### src/rtl/seg_scan_ctrl_if.sv
// Bus between the hex value source and the digit scanner.
// en/value flow master->slave; seg/an/frame_done flow back.
interface seg_scan_ctrl_if #(
    parameter int DIGITS = 4
);
    logic                  en;
    logic [4*DIGITS-1:0]   value;
    logic [6:0]            seg;
    logic [DIGITS-1:0]     an;
    logic                  frame_done;

    modport master (
        output en, value,
        input  seg, an, frame_done
    );

    modport slave (
        input  en, value,
        output seg, an, frame_done
    );
endinterface

### src/rtl/seg_scan_ctrl.sv
// Multiplexed 7-segment scanner: one shared seg bus, DIGITS anodes.
// Ports: clk, rst (sync, active-high), bus.{en,value,seg,an,frame_done}.
module seg_scan_ctrl #(
    parameter int DIGITS      = 4,
    parameter int DWELL       = 50000,
    parameter int BLANK       = 500,
    parameter bit ACTIVE_LOW  = 1'b1,
    parameter bit LZ_SUPPRESS = 1'b1
) (
    input  logic           clk,
    input  logic           rst,
    seg_scan_ctrl_if.slave bus
);
    localparam int CMAX = (DWELL > BLANK) ?
                          ((DWELL > 2) ? DWELL : 2) :
                          ((BLANK > 2) ? BLANK : 2);
    localparam int CW = $clog2(CMAX);
    localparam int IW = (DIGITS > 1) ? $clog2(DIGITS) : 1;

    localparam logic [CW-1:0] DLAST = CW'(DWELL - 1);
    localparam logic [CW-1:0] BLAST = CW'((BLANK > 0) ? BLANK - 1 : 0);
    localparam logic [IW-1:0] ILAST = IW'(DIGITS - 1);

    typedef enum logic [1:0] {
        S_IDLE,
        S_BLANK,
        S_DRIVE
    } state_t;

    // With no blank phase every slot starts straight in DRIVE.
    localparam state_t S_FIRST = (BLANK == 0) ? S_DRIVE : S_BLANK;

    state_t              st, ns;
    logic [IW-1:0]       idx, ni;
    logic [CW-1:0]       cnt, nc;
    logic [4*DIGITS-1:0] shadow, nsh;
    logic                nfd;
    logic [6:0]          seg_n;
    logic [DIGITS-1:0]   an_n;
    logic                sup;

    function automatic logic [6:0] dec(input logic [3:0] n);
        logic [6:0] p;
        unique case (n)
            4'h0: p = 7'h3F;
            4'h1: p = 7'h06;
            4'h2: p = 7'h5B;
            4'h3: p = 7'h4F;
            4'h4: p = 7'h66;
            4'h5: p = 7'h6D;
            4'h6: p = 7'h7D;
            4'h7: p = 7'h07;
            4'h8: p = 7'h7F;
            4'h9: p = 7'h6F;
            4'hA: p = 7'h77;
            4'hB: p = 7'h7C;
            4'hC: p = 7'h39;
            4'hD: p = 7'h5E;
            4'hE: p = 7'h79;
            default: p = 7'h71;
        endcase
        return p;
    endfunction

    always_comb begin
        ns  = st;
        ni  = idx;
        nc  = cnt;
        nsh = shadow;
        nfd = 1'b0;
        if (!bus.en) begin
            ns = S_IDLE;
            ni = '0;
            nc = '0;
        end else begin
            unique case (st)
                S_IDLE: begin
                    nsh = bus.value;
                    ni  = '0;
                    nc  = '0;
                    ns  = S_FIRST;
                end
                S_BLANK: begin
                    if (cnt == BLAST) begin
                        ns = S_DRIVE;
                        nc = '0;
                    end else begin
                        nc = cnt + 1'b1;
                    end
                end
                S_DRIVE: begin
                    if (cnt == DLAST) begin
                        nc = '0;
                        ns = S_FIRST;
                        if (idx == ILAST) begin
                            // Frame boundary: reload the snapshot here only.
                            ni  = '0;
                            nsh = bus.value;
                            nfd = 1'b1;
                        end else begin
                            ni = idx + 1'b1;
                        end
                    end else begin
                        nc = cnt + 1'b1;
                    end
                end
                default: ns = S_IDLE;
            endcase
        end
    end

    // Outputs are derived from the next state so that the registered
    // pins line up with the state register in the same cycle.
    always_comb begin
        seg_n = '0;
        an_n  = '0;
        sup   = LZ_SUPPRESS && (ni != '0) &&
                ((nsh >> {ni, 2'b00}) == '0);
        if (ns == S_DRIVE) begin
            an_n[ni] = 1'b1;
            if (!sup) seg_n = dec(nsh[{ni, 2'b00} +: 4]);
        end
    end

    always_ff @(posedge clk) begin
        if (rst) begin
            st             <= S_IDLE;
            idx            <= '0;
            cnt            <= '0;
            shadow         <= '0;
            bus.seg        <= {7{ACTIVE_LOW}};
            bus.an         <= {DIGITS{ACTIVE_LOW}};
            bus.frame_done <= 1'b0;
        end else begin
            st             <= ns;
            idx            <= ni;
            cnt            <= nc;
            shadow         <= nsh;
            bus.seg        <= seg_n ^ {7{ACTIVE_LOW}};
            bus.an         <= an_n ^ {DIGITS{ACTIVE_LOW}};
            bus.frame_done <= nfd;
        end
    end
endmodule

### src/flat_wrapper.sv
// flat-port wrapper written by rule: the top's interface ports become plain ports
module seg_scan_ctrl_flat 
#(
    parameter int DIGITS      = 4,
    parameter int DWELL       = 50000,
    parameter int BLANK       = 500,
    parameter bit ACTIVE_LOW  = 1'b1,
    parameter bit LZ_SUPPRESS = 1'b1
)
  (clk, rst, bus_en, bus_value, bus_seg, bus_an, bus_frame_done);
  seg_scan_ctrl_if #(.DIGITS(DIGITS)) bus_i ();
  input  logic clk;
  input  logic rst;
  input wire logic [$bits(bus_i.en)-1:0] bus_en;
  input wire logic [$bits(bus_i.value)-1:0] bus_value;
  output wire logic [$bits(bus_i.seg)-1:0] bus_seg;
  output wire logic [$bits(bus_i.an)-1:0] bus_an;
  output wire logic [$bits(bus_i.frame_done)-1:0] bus_frame_done;
  assign bus_i.en = bus_en;
  assign bus_i.value = bus_value;
  assign bus_seg = bus_i.seg;
  assign bus_an = bus_i.an;
  assign bus_frame_done = bus_i.frame_done;
  seg_scan_ctrl #(.DIGITS(DIGITS), .DWELL(DWELL), .BLANK(BLANK), .ACTIVE_LOW(ACTIVE_LOW), .LZ_SUPPRESS(LZ_SUPPRESS)) u_core (.clk(clk), .rst(rst), .bus(bus_i));
endmodule
### config.mk
export PLATFORM = sky130hd
export DESIGN_NAME = seg_scan_ctrl_flat
export DESIGN_NICKNAME = d
export VERILOG_FILES = /design/src/rtl/seg_scan_ctrl_if.sv /design/src/rtl/seg_scan_ctrl.sv /design/src/flat_wrapper.sv
export SDC_FILE = /design/constraint.sdc
export NUM_CORES = 1
export LEC_CHECK = 0
export CAP_MARGIN = 15
export CORE_MARGIN = 2
export CORE_UTILIZATION = 48
export DETAILED_ROUTE_END_ITERATION = 16
export PLACE_DENSITY = 0.73
export SKIP_LAST_GASP = 1
export SLEW_MARGIN = 10
export SYNTH_ARGS = -nofsm -noshare
export SYNTH_HDL_FRONTEND = slang
export SYNTH_SLANG_ARGS = --single-unit
export TNS_END_PERCENT = 20
### constraint.sdc
create_clock -name clk -period 3.8 [get_ports clk]
set_input_delay 0.76 -clock clk [delete_from_list [all_inputs] [get_ports clk]]
set_output_delay 0.76 -clock clk [all_outputs]
set_load 0.01 [all_outputs]
* Yosys cells after proc, flatten, opt, wreduce, memory -nomap -nowiden
Memories as Yosys holds them, arrays and structs flattened.
Cells that the tools add are included.
** Cells by class
- Add/sub/neg operators :: 2
- Shift operators :: 2
- Equality and inequality tests :: 6
- Bitwise gates (word level) :: 5
- Order comparisons :: 2
- Multiply operators :: 0
- Divide/modulo/power cells :: 0
- Reductions and logical operators :: 8
- Multiplexer cells :: 21
** Operators by type and width (count)
- $mux W16 :: 5
- $pmux W16 S3 :: 1
- $pmux W16 S2 :: 1
- $add A16 B1 Y16 const B :: 1
- $eq A16 B16 Y1 const B :: 1
- $eq A16 B9 Y1 const B :: 1
- $logic_not A16 Y1 :: 1
- $shiftx A16 B5 Y4 :: 1
- $shr A16 B4 Y16 :: 1
- $mux W7 :: 2
- $mux W2 :: 6
- $not A7 Y7 :: 1
- $eq A2 B2 Y1 const B :: 3
- $pmux W2 S3 :: 1
- $mux W4 :: 1
- $not A4 Y4 :: 1
- $pmux W2 S2 :: 1
- $reduce_or A4 Y1 :: 1
- $lt A2 B3 Y1 const B :: 1
- $not A1 Y1 :: 3
- $reduce_bool A3 Y1 :: 1
- $add A2 B1 Y2 const B :: 1
- $demux W1 S2 :: 1
- $eq A2 B1 Y1 const B :: 1
- other kinds (6) :: 8
** Word-level totals
- Bits of input ports :: 19
- Memory bits (read-only) :: 112
- Memories kept :: 1
- Memory bits (writable) :: 0
- Latch bits :: 0
- Register bits after elaboration :: 48
** Memories
- (no name shown) :: words 16, width 7, rd ports 1, clocked after Yosys merged registers in 0, write ports 0, line seg_scan_ctrl.sv:44 : unique case (n)

* Depth between registers and ports, before layout
Gate-level depths: netlist of the first run.
- Depth after elaboration :: 11
- Mapped depth :: 15
- Gate-level depth less buffers :: 14

* Worst setup path after synthesis of the first run
No wires, ideal clock.
- Path kind :: reg-to-reg
- From :: register u_core.cnt[10]
- To :: register u_core.bus.seg[0]
- Period minus slack after synthesis :: 3585 ps
- Buffers on the path :: 2
- Required time :: 3718 ps
- Stages on the path, launching flop included :: 14
- Arrival time :: 3503 ps
- Library setup time :: 82 ps
- Setup slack :: 215 ps
- Path through :: dfxtp_1 -> or4_4 -> or4_4 -> a211o_1 -> buf_6 -> buf_6 -> a22oi_2 -> o22ai_1 -> a211oi_4 -> ha_1 -> nand2_1 -> a2111oi_2 -> a21boi_2 -> o2111ai_1
** Between the ends
- Cells in the longest elaborated chain, start to end :: 10
- Elaborated cells between the ends (all ways) :: 22
** Ends and longest elaborated chain
- start: declaration :: line seg_scan_ctrl.sv:35 : logic [CW-1:0] cnt, nc;
- start signal: assignment :: line seg_scan_ctrl.sv:137 : cnt <= nc;
- parallel branches: the longest is 8 deep, another holds $mem_v2 Z16 W7
- $mux W7 (*) :: line seg_scan_ctrl.sv:119 : if (ns == S_DRIVE) begin
- $not A7 Y7 (no source line) (*)
- end signal: assignment :: line seg_scan_ctrl.sv:131 : bus.seg <= {7{ACTIVE_LOW}};
- end signal: assignment :: line seg_scan_ctrl.sv:139 : bus.seg <= seg_n ^ {7{ACTIVE_LOW}};
- end: declaration :: line seg_scan_ctrl_if.sv:19 : output seg, an, frame_done
Mark *: on every way between the ends.
A chain may end at the register's enable or synchronous reset.

* Final worst setup path of the first run
- From :: register u_core.cnt[10]
- To :: register u_core.bus.seg[2]
Same word-level chain as after synthesis.

==> impl_metrics.toml, run 1 <==
[timing]
skew_ns = 0.00702
setup_tns_ns = 0
rsz0062_at_grt = "false"
slew_headroom_pct = 56.9
post-route-period-util_pct = 95.1
final_hold_viol_count = 0
min_period_ns = 3.61
finalSetupViolations = 0
worst_pin_slew_ns = 0.644
max_freq_ghz = 0.277
finalMaxSlewViolations = 0

[placement]
dpl_cell_area_sq_um = 2890
place_inst = 384
io_buffers = 30
hpwlAfterDp_um = 3790
gp_congestion = 0.809

[worst_setup_path]
startpoint = "u_core.cnt[10]$_SDFFE_PP0P_"
reg2reg_to = "u_core.bus.seg[2]$_SDFF_PP1_"
r2r_cells = 12
crit_path_start_kind = "register"
worstPathRequired_ns = 3.96
timing.rr.start = "u_core.cnt[10]$_SDFFE_PP0P_"
crit_fanout = 7
worstPathArrival_ns = 3.77
path_class = "register to register"
critPathCapture = "u_core.bus.seg[2]$_SDFF_PP1_"
worstSetupEndpointType = "register"
rrSetupSlack_ns = 0.19

[clock_network]
cts_resized = 0
clock_latency_ns = 0.30
max-clock-path-buffers = 2
clk_pin_slew_worst_paths_ns = 0.09
cts_buffers = 5
cts_sinks = 48
htreeDepth = 2
cts-root-buf = "clkbuf_8"
cts_setup_buffers = 0
cts_tree = "done"
holdBufCountCts = 0

[layout]
final_nets = 353
drive_gt1_share_pct = 9.94
syn2layout_area_growth_pct = 20.6
n_fill_cell = 445
multi_input_area_sq_um = 1430
insertedDiodeCount = 0
seq_area_sq_um = 961
final_util_pct = 59.4
final_cells = 392
finish.instance_area_sq_um = 3000

[die]
ios = 31
dieHeight_um = 76.0
die-area_sq_um = 5770
core_area_sq_um = 5040
rows = 26
die_w_um = 76.0
start_util_pct = 49.3

[synthesis]
synth-edff-count = 0
yosysSeqAreaShare_pct = 38.7
synth_fp_nets = 315
synth.distinct_cells = 53
yosys.area.top_type = "dfxtp_1"
synthTopCellsByCount = "48 x dfxtp_1, 48 x nor2_1, 25 x nand2_1"
ys_ff_latch = 48
synthFlopType = "dfxtp_1"
syn_area_sq_um = 2480
yosysTopAreaCellShare_pct = 38.7
async_flop_share_pct = 0
netlist_instances = 283
yosysWarnings = 0
syn_area_per_cell_sq_um = 8.78
synth_area_leaders = "dfxtp_1 39%, nor2_1 7.3%, ha_1 6.5%, nand2_1 3.8%, a22oi_1 3.6%"

[grt]
overflow = 0
grt_pass1_vias = 1972
grt_pass1_wl_um = 9000
grt_max_degree = 21
grt_util_all_layers_pct = 18.7
antenna_found_initial = 0

[worst_hold_path]
hold_path.class = "register to register"

[power_and_ir_drop]
irDropWorstVdd_mv = 0.220
power_density_nw_per_um2 = 324
leakage_nw = 1.11

[routing]
wl_met3_um = 182
ant_nets = 0
firstDrtPassIters = 4
drtIter0Drc = 130
highest_layer = "met4"
routed_wl_um = 5120
met1_length_um = 2640
via_per_inst = 5.37
dr_wl_met2_um = 2250
routedWlPerCell_um = 13.1
drc = 0
vias = 2106

[job]
maxCapViolations = 0

[outcome]
run_status = "finished clean"
## flip-flops by register name, summed over array words and instances, names as in the netlist
| name | cells |
|---|---|
| u_core.bus.frame_done | 1 |
| u_core.bus.seg | 7 |
| u_core.idx | 2 |
| u_core.cnt | 16 |
| u_core.bus.an | 4 |
| u_core.shadow | 16 |
| u_core.st | 2 |
## where the power goes
| group | switching (mW) | internal, mW |
|---|---|---|
| Clock | 0.166 | 0.149 |
| Combinational | 0.0721 | 0.0637 |
| Sequential | 0.00587 | 0.513 |
| Total | 0.244 | 0.726 |
## logic make-up after synthesis
family | synth area share [%]
and+or+nand+nor | 23.2
AOI/OAI and AO/OA | 18.2
DFF | 38.7
buffers and inverters | 4.18
xor gates and xnor gates | 4.58
adders and majority gates | 6.55
muxes | 4.63
## layout make-up
| class | count | area share (%) |
|---|---|---|
| well taps | 70 | 2.92 |
| multi-input cells | 214 | 47.8 |
| clock buffers | 8 | 3.01 |
| inverters | 11 | 1.38 |
| repair buffers | 41 | 12.8 |
| flip-flops and latches | 48 | 32.1 |
## worst max-delay path, stage by stage (launching register included)
cell       delay [ns]
dfxtp_1          0.34
or4_4            0.58
nor4_1           0.51
nand3_1          0.20
a21oi_1          0.47
nor2_1           0.10
a211oi_1         0.34
a211oi_4         0.06
ha_1             0.23
nand2_1          0.08
a2111oi_2        0.06
a21boi_2         0.32
o221ai_1         0.17
## worst min path at each step
stage,from,to,depth (start not counted)
finish,u_core.shadow[9]$_SDFF_PP0_,u_core.shadow[9]$_SDFF_PP0_,2
global route,u_core.shadow[3]$_SDFF_PP0_,u_core.shadow[3]$_SDFF_PP0_,2
floorplan,u_core.shadow[4]$_SDFF_PP0_,u_core.shadow[4]$_SDFF_PP0_,2
CTS,u_core.shadow[9]$_SDFF_PP0_,u_core.shadow[9]$_SDFF_PP0_,2
detailed placement,u_core.shadow[9]$_SDFF_PP0_,u_core.shadow[9]$_SDFF_PP0_,2
global placement,u_core.shadow[5]$_SDFF_PP0_,u_core.shadow[5]$_SDFF_PP0_,2
## cell usage in the layout, fill, tap and decap left out, types with 6 or more instances in the layout
| cell | netlist | layout |
|---|---|---|
| mux2i_1 | 7 | 7 |
| ha_1 | 13 | 13 |
| xor2_1 | 6 | 6 |
| a22oi_1 | 12 | 11 |
| xnor2_1 | 7 | 7 |
| clkdlybuf4s50_1 | 0 | 30 |
| inv_1 | 11 | 11 |
| dfxtp_1 | 48 | 48 |
| a21oi_1 | 6 | 6 |
| nor2_1 | 48 | 48 |
| buf_4 | 2 | 11 |
| o211ai_1 | 7 | 7 |
| nor3_1 | 7 | 7 |
| nand3_1 | 11 | 11 |
| clkbuf_8 | 0 | 6 |
| nand2_1 | 25 | 25 |
## routing by layer
| metal | vias to the layer above | track usage (%) |
|---|---|---|
| li1 | 1087 | - |
| met1 | 975 | 27.0 |
| met2 | 39 | 28.7 |
| met3 | 5 | 3.93 |
| met4 | 0 | 4.36 |
| met5 | - | 0 |
## through the flow
| stage | worst slack [ns] | hold WS, ns | power, mW |
|---|---|---|---|
| final | 0.188 | 0.522 | 0.970 |
| after floorplan | 0.215 | 0.470 | 0.620 |
| after global routing | 0.00512 | 0.559 | 1.01 |
| after CTS | 0.00787 | 0.523 | 0.974 |
| after detailed placement | 0.0245 | 0.501 | 0.664 |
| after global placement | 0.114 | 0.491 | 0.663 |
(Power assumes the default switching activity.)
==> inputs of run 2 (changes only) <==
--- a/config.mk
+++ b/config.mk
@@ -6,10 +6,12 @@
 export NUM_CORES = 1
 export LEC_CHECK = 0
 export CAP_MARGIN = 15
-export CORE_MARGIN = 2
-export CORE_UTILIZATION = 48
+export CELL_PAD_IN_SITES_DETAIL_PLACEMENT = 1
+export CELL_PAD_IN_SITES_GLOBAL_PLACEMENT = 1
+export CORE_MARGIN = 3
+export CORE_UTILIZATION = 38
 export DETAILED_ROUTE_END_ITERATION = 16
-export PLACE_DENSITY = 0.73
+export PLACE_DENSITY_LB_ADDON = 0.1
 export SKIP_LAST_GASP = 1
 export SLEW_MARGIN = 10
 export SYNTH_ARGS = -nofsm -noshare
==> impl_metrics.toml, run 2 (same netlist as run 1, synthesis figures left out) <==
[outcome]
run_status = "finished clean"

[clock_network]
max-clock-path-buffers = 2
clk_pin_slew_worst_paths_ns = 0.09
cts_buffers = 5
cts_tree = "done"
cts_sinks = 48
clock_latency_ns = 0.30
htreeDepth = 2
cts-root-buf = "clkbuf_8"

[placement]
gp_congestion = 0.792
io_buffers = 30
hpwlAfterDp_um = 4800

[die]
rows = 28
die_w_um = 86.9
ios = 31
dieHeight_um = 86.9
start_util_pct = 40.5
die-area_sq_um = 7550
core_area_sq_um = 6130

[layout]
mostFrequentLayoutCells = "48 x nor2_1, 48 x dfxtp_1, 30 x clkdlybuf4s50_1"
n_fill_cell = 717
multi_input_area_sq_um = 1460
insertedDiodeCount = 0
seq_area_sq_um = 961
final_nets = 360
largestRegisters = "u_core.cnt (16), u_core.shadow (16), u_core.bus.seg (7)"
syn2layout_area_growth_pct = 24.2
drive_gt1_share_pct = 13.1

[routing]
ant_nets = 0
drtIter0Drc = 72
vias = 2179
drc = 0
routed_wl_um = 6500
routedWlPerCell_um = 16.1
firstDrtPassIters = 4
via_per_inst = 5.39

[grt]
overflow = 0
grt_util_all_layers_pct = 17.9
grt_pass1_wl_um = 10600
antenna_found_initial = 0
grt_pass1_vias = 2110
grt_max_degree = 21

[job]
maxCapViolations = 0

[timing]
rsz0062_at_grt = "true"
finalSetupViolations = 0
slew_headroom_pct = 47.9
skew_ns = 0.00730
post-route-period-util_pct = 96.0
max_freq_ghz = 0.274
setup_tns_ns = 0
final_hold_viol_count = 0
worst_pin_slew_ns = 0.779
min_period_ns = 3.65
finalMaxSlewViolations = 0

[power_and_ir_drop]
leakage_nw = 1.13
power_frac_seq_pct = 52.4
p_clk_share_pct = 32.0
p_sw_share_pct = 25.9
p_comb_share_pct = 15.5
power_uw = 991
p_sw_uw = 257
irDropWorstVdd_mv = 0.209
p_int_uw = 734
power_density_nw_per_um2 = 321

[worst_setup_path]
worstSetupEndpointType = "register"
worstPathRequired_ns = 4.02
rrSetupSlack_ns = 0.15
worstPathArrival_ns = 3.87
reg2reg_to = "u_core.bus.seg[3]$_SDFF_PP1_"
timing.rr.start = "u_core.cnt[10]$_SDFFE_PP0P_"
path_class = "register to register"
r2r_cells = 12
crit_path_start_kind = "register"
crit_fanout = 11

[worst_hold_path]
hold_end = "u_core.shadow[3]$_SDFF_PP0_"
hold_path.class = "register to register"
holdPathStages = 2
worstHoldStart = "u_core.shadow[3]$_SDFF_PP0_"
==> run 2: cell type report <==
class                      count  share of cell area [%]
clock buffer                   8                    2.92
timing repair buffer          48                    14.1
sequential                    48                    31.1
multi-input combinational    214                    47.4
inverter                      11                    1.34
tap                           75                    3.04
==> run 2: power by group through the flow <==
| stage | combinational, mW | clock (mW) | sequential (mW) |
|---|---|---|---|
| finish | 0.154 | 0.317 | 0.520 |
| detailed placement | 0.138 | 0 | 0.531 |
| global placement | 0.137 | 0 | 0.531 |
| global route | 0.169 | 0.356 | 0.521 |
| CTS | 0.142 | 0.330 | 0.519 |
| floorplan | 0.0902 | 0 | 0.529 |
==> run 2: critical path, stage by stage (launching register included) <==
cell       delay [ns]
dfxtp_1          0.34
or4_4            0.58
or4_4            0.53
a211o_4          0.40
buf_4            0.20
a22oi_2          0.23
mux2i_1          0.12
mux2i_2          0.22
ha_2             0.23
nand2_1          0.09
a2111oi_4        0.34
a21boi_2         0.17
o211ai_1         0.13
==> run 2: stage by stage <==
stage	hold slack, ns	cells	setup slack [ns]	util (%)	cell area (sq um)
detailed placement	0.498	391	0.0123	47.5	2910
global route	0.548	404	-0.0211	50.3	3090
CTS	0.521	401	0.0212	49.2	3020
finish	0.511	404	0.152	50.3	3090
global placement	0.490	391	0.119	47.5	2910
floorplan	0.470	283	0.215	-	2480
==> run 2: how the worst max path moves through the flow <==
stage | from | endpoint | depth (start not counted)
floorplan | u_core.cnt[10]$_SDFFE_PP0P_ | u_core.bus.seg[0]$_SDFF_PP1_ | 13
global placement | u_core.cnt[10]$_SDFFE_PP0P_ | u_core.bus.seg[0]$_SDFF_PP1_ | 12
detailed placement | u_core.cnt[10]$_SDFFE_PP0P_ | u_core.bus.seg[3]$_SDFF_PP1_ | 12
CTS | u_core.cnt[10]$_SDFFE_PP0P_ | u_core.bus.seg[3]$_SDFF_PP1_ | 12
global route | u_core.cnt[10]$_SDFFE_PP0P_ | u_core.bus.seg[6]$_SDFF_PP1_ | 12
finish | u_core.cnt[10]$_SDFFE_PP0P_ | u_core.bus.seg[3]$_SDFF_PP1_ | 12
==> run 2: what timing repair did <==
action	in CTS	in global routing
endpoints found under the setup margin	5	7
gates resized for setup	0	8
pin swaps	1	3
hold buffers	0	0
buffers inserted	2	3
==> run 2: routing by layer <==
layer	vias to the layer above	wire (um)	global-route usage (%)
met5	-	0	0
met2	27	2850	26.6
met4	0	87	5.95
met1	1047	3390	26.0
met3	7	171	3.12
li1	1098	-	-
==> inputs of run 3 (changes only) <==
--- a/config.mk
+++ b/config.mk
@@ -11,6 +11,7 @@
 export CORE_MARGIN = 3
 export CORE_UTILIZATION = 38
 export DETAILED_ROUTE_END_ITERATION = 16
+export MAX_ROUTING_LAYER = met4
 export PLACE_DENSITY_LB_ADDON = 0.1
 export SKIP_LAST_GASP = 1
 export SLEW_MARGIN = 10
==> impl_metrics.toml, run 3 (same netlist as run 1, synthesis figures left out) <==
[layout]
n_fill_cell = 717
seq_area_sq_um = 961
drive_gt1_share_pct = 13.1
finish.instance_area_sq_um = 3090
insertedDiodeCount = 0
syn2layout_area_growth_pct = 24.2
largestRegisters = "u_core.cnt (16), u_core.shadow (16), u_core.bus.seg (7)"
multi_input_area_sq_um = 1460
final_cells = 404
mostFrequentLayoutCells = "48 x nor2_1, 48 x dfxtp_1, 30 x clkdlybuf4s50_1"
final_nets = 360
final_util_pct = 50.3

[timing]
min_period_ns = 3.65
finalMaxSlewViolations = 0
finalSetupViolations = 0
worst_pin_slew_ns = 0.780
post-route-period-util_pct = 96.0
max_freq_ghz = 0.274
skew_ns = 0.00699
rsz0062_at_grt = "true"
slew_headroom_pct = 47.8
final_hold_viol_count = 0
worst_slack_ns = 0.152

[worst_setup_path]
critPathCapture = "u_core.bus.seg[3]$_SDFF_PP1_"
crit_fanout = 11
cpPeakStageDelay_ns = 0.58
slowest_stage = "or4_4"
critical-path-top-delay-family = "compound AO/OA/AOI/OAI gates"
r2r_cells = 12
crit_top_cell = "or4_4"
path_depth = 12
path_class = "register to register"
worstPathArrival_ns = 3.87
crit_chain = "or4_4 > or4_4 > a211o_4 > buf_4 > a22oi_2 > mux2i_1 > mux2i_2 > ha_2 > nand2_1 > a2111oi_4 > a21boi_2 > o211ai_1"
rrSetupSlack_ns = 0.15
reg2reg_to = "u_core.bus.seg[3]$_SDFF_PP1_"
timing.rr.start = "u_core.cnt[10]$_SDFFE_PP0P_"
crit_path_start_kind = "register"
worstSetupEndpointType = "register"
startpoint = "u_core.cnt[10]$_SDFFE_PP0P_"
worstPathRequired_ns = 4.02
worst-path-buf-inv = 1

[placement]
pre_cts_ws_ns = 0.0123
hpwlAfterDp_um = 4800
dpl_cell_area_sq_um = 2910
io_buffers = 30
gp_congestion = 0.803
place_inst = 391

[die]
ios = 31
core_area_sq_um = 6130
dieHeight_um = 86.9
die_w_um = 86.9
die-area_sq_um = 7550
rows = 28
start_util_pct = 40.5

[routing]
vias = 2186
ant_nets = 0
drc = 0
via_per_inst = 5.41
firstDrtPassIters = 4
routed_wl_um = 6490
routedWlPerCell_um = 16.1
drtIter0Drc = 76

[outcome]
run_status = "finished clean"

[grt]
antenna_found_initial = 0
grt_pass1_wl_um = 10600
grt_util_all_layers_pct = 18.5
overflow = 0
grt_max_degree = 21
grt_pass1_vias = 2112

[clock_network]
cts_sinks = 48
cts_tree = "done"
clock_latency_ns = 0.30
htreeDepth = 2
cts_buffers = 5
max-clock-path-buffers = 2
cts-root-buf = "clkbuf_8"
clk_pin_slew_worst_paths_ns = 0.09

[job]
maxCapViolations = 0

[power_and_ir_drop]
leakage_nw = 1.13
irDropWorstVdd_mv = 0.209
power_density_nw_per_um2 = 321

[worst_hold_path]
hold_path.class = "register to register"
==> run 3: cell counts in the layout (fill, tap and decap cells not counted) <==
No cell type changed its count.
==> run 3: metrics by stage <==
stage | TNS, ns | hold slack, ns | power, mW
CTS | 0 | 0.521 | 0.992
global route | -0.0786 | 0.548 | 1.05
finish | 0 | 0.511 | 0.989
global placement | 0 | 0.490 | 0.668
floorplan | 0 | 0.470 | 0.620
detailed placement | 0 | 0.498 | 0.669
==> run 3: cell type report <==
| class | instances | area share (%) |
|---|---|---|
| clock buffer | 8 | 2.92 |
| tap | 75 | 3.04 |
| multi-input combinational | 214 | 47.4 |
| sequential | 48 | 31.1 |
| inverter | 11 | 1.34 |
| timing repair buffer | 48 | 14.1 |
==> run 3: metal layers <==
| metal | GRT usage, % | routed length [um] | vias up |
|---|---|---|---|
| li1 | - | - | 1100 |
| met1 | 26.0 | 3370 | 1057 |
| met2 | 26.6 | 2880 | 25 |
| met3 | 4.54 | 184 | 4 |
| met4 | 4.67 | 59 | 0 |
| met5 | - | 0 | - |
==> run 3: what timing repair did <==
action,4_1_cts,5_1_grt
resized for setup,0,8
setup endpoints to repair,5,7
pin swaps,1,3
setup buffers,2,3
hold buffers,0,0
==> run 3: worst min path at each step <==
| stage | from | endpoint | depth (start not counted) |
|---|---|---|---|
| detailed placement | u_core.shadow[3]$_SDFF_PP0_ | u_core.shadow[3]$_SDFF_PP0_ | 2 |
| global placement | u_core.shadow[7]$_SDFF_PP0_ | u_core.shadow[7]$_SDFF_PP0_ | 2 |
| floorplan | u_core.shadow[4]$_SDFF_PP0_ | u_core.shadow[4]$_SDFF_PP0_ | 2 |
| finish | u_core.shadow[3]$_SDFF_PP0_ | u_core.shadow[3]$_SDFF_PP0_ | 2 |
| CTS | u_core.shadow[3]$_SDFF_PP0_ | u_core.shadow[3]$_SDFF_PP0_ | 2 |
| global route | u_core.shadow[3]$_SDFF_PP0_ | u_core.shadow[3]$_SDFF_PP0_ | 2 |
==> run 3: report_power, final <==
part           internal [mW]  leakage, nW  switching (mW)  total (mW)
registers              0.514        0.390         0.00615       0.520
logic                 0.0716        0.697          0.0819       0.154
clock network          0.149       0.0455           0.167       0.316
==> run 3: worst min-delay path: cells and delay by family (launching register included) <==
family / cells / cell delay [ns]
AO/OA/AOI/OAI: 1 / 0.08
AND/OR/NAND/NOR: 1 / 0.07
flip-flops: 1 / 0.33
